==> config.mk <==
export PLATFORM = sky130hd
export DESIGN_NAME = mux_4_1_rr_arbiter
export DESIGN_NICKNAME = d
export VERILOG_FILES = /design/src/rtl/mux_arb_pkg.sv /design/src/rtl/mux_4_1_rr_arbiter_pick.sv /design/src/rtl/mux_4_1_rr_arbiter.sv
export SDC_FILE = /design/constraint.sdc
export NUM_CORES = 1
export LEC_CHECK = 0
export CORE_MARGIN = 10
export CORE_UTILIZATION = 35
export CTS_CLUSTER_DIAMETER = 200
export DETAILED_ROUTE_END_ITERATION = 10
export PLACE_DENSITY_LB_ADDON = 0.12
export SYNTH_ARGS = -nofsm -noshare
export SYNTH_HDL_FRONTEND = slang
export SYNTH_HIERARCHICAL = 1
export SYNTH_SLANG_ARGS = --single-unit
==> constraint.sdc <==
create_clock -name clk -period 4.7 [get_ports clk]
set_input_delay 0.94 -clock clk [delete_from_list [all_inputs] [get_ports clk]]
set_output_delay 0.94 -clock clk [all_outputs]
set_load 0.05 [all_outputs]
==> src/rtl/mux_arb_pkg.sv <==
// Shared types and helpers for the round-robin arbiter that fronts a 4:1 mux.
package mux_arb_pkg;

    localparam int NUM_REQ = 4;
    localparam int SEL_W   = 2;

    typedef enum logic [1:0] {
        IDLE,
        BUSY,
        GAP
    } arb_state_t;

    function automatic logic [NUM_REQ-1:0] onehot(input logic [SEL_W-1:0] sel);
        logic [NUM_REQ-1:0] v;
        v      = '0;
        v[sel] = 1'b1;
        return v;
    endfunction

endpackage

==> src/rtl/mux_4_1_rr_arbiter_pick.sv <==
// Combinational rotating-priority picker: the requester just after 'last' wins,
// and 'last' itself only wins when nobody else is asking.
module rr_pick4
    import mux_arb_pkg::*;
(
    input  logic [NUM_REQ-1:0] req,
    input  logic [SEL_W-1:0]   last,
    output logic               any,
    output logic [SEL_W-1:0]   pick
);

    assign any = |req;

    // Walk from the lowest priority (last+4 == last) up to last+1 so the closest wins.
    always_comb begin
        pick = last;
        for (int k = NUM_REQ; k >= 1; k--) begin
            if (req[SEL_W'(last + SEL_W'(k))]) begin
                pick = SEL_W'(last + SEL_W'(k));
            end
        end
    end

endmodule

==> src/rtl/mux_4_1_rr_arbiter.sv <==
// Round-robin owner sequencer for a shared 4:1 mux, with bounded hold and a turnaround gap.
// Optional MUX_ARB_LOCK_EN adds a per-requester lock that suppresses hold expiry.
module mux_4_1_rr_arbiter
    import mux_arb_pkg::*;
#(
    parameter int MAX_HOLD = 8
) (
    input  logic                clk,
    input  logic                rst_n,
    input  logic [NUM_REQ-1:0]  req,
`ifdef MUX_ARB_LOCK_EN
    input  logic [NUM_REQ-1:0]  lock,
`endif
    output logic [NUM_REQ-1:0]  gnt,
    output logic [SEL_W-1:0]    sel,
    output logic                out_valid,
    output logic [SEL_W-1:0]    owner
);

    localparam int              CNT_W    = $clog2(MAX_HOLD + 1);
    localparam logic [CNT_W-1:0] HOLD_MAX = CNT_W'(MAX_HOLD);

    arb_state_t        state;
    logic [CNT_W-1:0]  hold_cnt;
    logic              any;
    logic [SEL_W-1:0]  pick;
    logic              locked;
    logic              release_now;

    rr_pick4 u_pick (
        .req  (req),
        .last (owner),
        .any  (any),
        .pick (pick)
    );

`ifdef MUX_ARB_LOCK_EN
    assign locked = lock[owner];
`else
    assign locked = 1'b0;
`endif

    // A dropped request and an expiry in the same cycle are one release.
    assign release_now = !req[owner] || ((hold_cnt == HOLD_MAX) && !locked);

    always_ff @(posedge clk) begin
        if (!rst_n) begin
            state     <= IDLE;
            gnt       <= '0;
            sel       <= '0;
            out_valid <= 1'b0;
            owner     <= SEL_W'(NUM_REQ - 1);
            hold_cnt  <= '0;
        end else begin
            case (state)
                IDLE, GAP: begin
                    if (any) begin
                        state     <= BUSY;
                        gnt       <= onehot(pick);
                        sel       <= pick;
                        owner     <= pick;
                        hold_cnt  <= CNT_W'(1);
                        out_valid <= 1'b1;
                    end else begin
                        state <= IDLE;
                    end
                end
                BUSY: begin
                    if (release_now) begin
                        state     <= GAP;
                        gnt       <= '0;
                        out_valid <= 1'b0;
                        hold_cnt  <= '0;
                    end else if (hold_cnt != HOLD_MAX) begin
                        hold_cnt <= hold_cnt + 1'b1;
                    end
                end
                default: begin
                    state     <= IDLE;
                    gnt       <= '0;
                    out_valid <= 1'b0;
                end
            endcase
        end
    end

endmodule

==> impl_summary.log <==
INFO  metric power_density = 392 nW/um2
INFO  metric die_y = 66.1 um
INFO  metric postSynthNetCount = 92
INFO  metric timing.slew.headroom = 0.662
INFO  metric number_of_buffers_added_by_the_clock_tree_synthesis_step = 3
INFO  metric io_pins = 15
INFO  metric die-width = roughly 66 um
INFO  metric comb_power_share = 0.361
INFO  metric critical_path.cell_chain = clkdlybuf4s50_1
INFO  metric cts_resized = 0
INFO  metric avgViaCountPerCell = 5.05
INFO  metric share_clk_of_total_power = 0.203
INFO  metric placeable_area = about 2000 um2
INFO  metric worst-path-max-fanout = 10
INFO  metric syn-cell-area = between 700 and 800 um2
INFO  metric wl_met2 = 721 um
INFO  metric status = finished, final reports clean
INFO  metric antenna_found_initial = 0
INFO  metric num_rows = 16
INFO  metric final_cell_mix = dfxtp_1 (15), clkdlybuf4s50_1 (14), nand2_1 (11)
INFO  metric grt_start_max_net_pins = 13
INFO  metric min_path_type = reg -> reg
INFO  metric maxCapViolCount = 0
INFO  metric path_buf_inv = 1
INFO  metric route.top_layer_used = met4
INFO  metric global_route_wire_length_before_repair = about 2700 um
INFO  metric drtIter0Drc = 16
INFO  metric r2r_setup_slack = 3.12 ns
INFO  metric num-nets-final = 110
INFO  metric setup_viol = 0
INFO  metric fmaxAchievable = about 380 MHz
INFO  metric grt_setup_unrepaired = no
INFO  metric antenna_violating_nets_post_route = 0
INFO  metric vias_in_the_first_global_route = 612
INFO  metric remaining_global_route_overflow = 0
INFO  metric post_synthesis_cells = 84
INFO  metric final_common_cell = dfxtp_1
INFO  metric final-seq-area = 300 um2
INFO  metric holdBufCountCts = 0
INFO  metric finalCritPeriodShare = 0.556
INFO  metric synth.avg_cell_area = 8.86 um2
INFO  metric layout-area-overhead-vs-synth = 26.6%
INFO  metric clk_transition_reported_paths = 0.10 ns
INFO  metric timing.setup.tns = 0 ns
INFO  metric drt-wirelength-per-cell = 12.8 um
INFO  metric ys_warn_count = 6
INFO  metric final-instance-count-excl-fill = between 100 and 150
INFO  metric cts_tree = done
INFO  metric clkLatencyLatePin = about 0.29 ns
INFO  metric cpLargestDelayFamily = buffers and inverters
INFO  metric place_congestion = 0.809
INFO  metric netSwitchingPower = 143 uW
INFO  metric finalMaxSlewViolations = 0
INFO  metric start_kind = flop
INFO  metric synthDominantAreaCellType = dfxtp_1
INFO  metric dieArea = 4370 um2
INFO  metric crit_required = 3.76 ns
INFO  metric vdd_ir_max = 241 uV
INFO  metric synthTopCellsByArea = dfxtp_1 (40%), nand2_1 (5.5%), a22o_1 (3.5%), o2bb2ai_1 (3.5%), a21oi_1 (3.4%)
INFO  metric worstSetupPathDepth = 1
INFO  metric dr.pass1.iters = 4
INFO  metric reg2regPathDepth = 4
INFO  metric worst-endpoint-arrival = between 1.5 and 2 ns
INFO  metric multiInputGateArea = between 400 and 500 um2
INFO  metric leakagePower = 0.385 nW
INFO  metric start_util = 0.372
INFO  metric post_cts.repair.setup_buffers = 0
INFO  metric dr_wl_met3 = 63 um
INFO  metric detail_route.drc_violations = 0
INFO  metric finalClockSkew = 0.00753 ns
INFO  metric pwr-share-seq = 0.435
INFO  metric fillCellCount = 208
INFO  metric antenna-diode-count = 0
INFO  metric synth_seq_cells = 15
INFO  metric cp_slowest_stage_delay = between 0.8 and 0.9 ns
INFO  metric endpoint_kind = primary output
INFO  metric clkSinkCount = 15
INFO  metric wl_met1 = roughly 800 um
INFO  metric post-route-util = 0.471
INFO  metric synth_largest_type_area_fraction = 0.403
INFO  metric critPathKind = reg -> out
INFO  metric cell_internal_pwr = roughly 230 uW
INFO  metric drt_wl_total = 1640 um
INFO  metric routed_via_count = 647
INFO  metric placed_cells_incl_taps = approximately 120
INFO  metric grtUsageTotal = 0.0788
INFO  metric layout-drive-gt1-share = 0.0792
INFO  metric dp.final_hpwl = 1290 um
INFO  metric synth_seq_area_share = 0.403
INFO  metric cts_root_buffer = clkbuf_4
INFO  metric worstMarginPinSlew = 0.505 ns
INFO  metric synth_cell_type_count = 34
INFO  metric clock_path_buffers = 2
INFO  metric number_of_cells_on_the_worst_hold_path = 1
INFO  metric fin_hold_ws = 0.479 ns
INFO  metric final_period_minus_worst_setup_slack = around 2.6 ns
INFO  metric p_sw_frac = 0.388
INFO  metric crit_slowest_cell = clkdlybuf4s50_1
INFO  metric finalHoldViolCount = 0
INFO  metric numPortBuffers = 14
INFO  metric cts-htree-levels = 1
## flip-flops by register name, summed over array words and instances, names as in the netlist
register / count
gnt: 4
hold_cnt: 4
owner: 2
sel: 2
state: 2
out_valid: 1
## layout make-up
class,instances,share of cell area
clock buffer,3,0.0239
clock inverter,1,0.00531
inverter,6,0.0239
multi-input combinational,62,0.444
sequential,15,0.319
tap,27,0.0359
timing repair buffer,14,0.149
## cells in the mapped netlist
cell type and count:
nor2b_1 2, nand2b_1 4, nand3b_1 2, nor3_1 1, ha_1 2, clkbuf_1 1
a2bb2oi_1 1, o211ai_1 1, o22ai_1 1, nand2_1 11, a31oi_1 1, or4_1 1
or3_1 1, o21ai_2 1, inv_1 6, a221o_1 1, mux2i_1 1, a22o_1 3
nor2_1 4, a21boi_0 2, mux4_2 1, a21o_1 1, nand2_2 1, and3_1 1
nor3b_1 2, and3b_1 1, xnor2_1 1, o2bb2ai_1 3, nand3_1 3, a21oi_1 5
o21bai_1 1, dfxtp_1 15, nand3_2 1, a21boi_1 1
## layer usage
layer / up-vias / track usage
li1: 334 / -
met1: 300 / 0.101
met2: 11 / 0.110
met3: 2 / 0.0169
met4: 0 / 0.0628
met5: - / 0
## kinds of logic after synthesis
logic type	synth area share
xor gates and xnor gates	0.0118
DFF	0.403
AOI/OAI and AO/OA	0.219
and+or+nand+nor	0.254
adders and majority gates	0.0336
muxes	0.0437
buffers and inverters	0.0353
## power by group through the flow
stage	combinational (mW)	sequential, mW	clock [mW]
finish	0.133	0.161	0.0751
global route	0.145	0.164	0.0826
CTS	0.135	0.161	0.0777
global placement	0.134	0.164	0
detailed placement	0.135	0.164	0
floorplan	0.0545	0.201	0
## stage by stage
| stage | total power [mW] | worst slack [ns] | cell area [um2] |
|---|---|---|---|
| 2_1_floorplan | 0.255 | 2.55 | 744 |
| 3_3_place_gp | 0.298 | 1.97 | 915 |
| 3_5_place_dp | 0.298 | 1.91 | 915 |
| 4_1_cts | 0.373 | 2.07 | 942 |
| 5_1_grt | 0.391 | 2.01 | 942 |
| 6_report | 0.369 | 2.09 | 942 |
## final timing paths
| kind | start | end |
|---|---|---|
| hold / removal | gnt[1] | gnt[1] |
| setup reg to reg | owner[0] | gnt[0] |
| setup / recovery | owner[1] | owner[1] |
| hold reg to reg | gnt[1] | gnt[1] |
(Power assumes the default switching activity.)
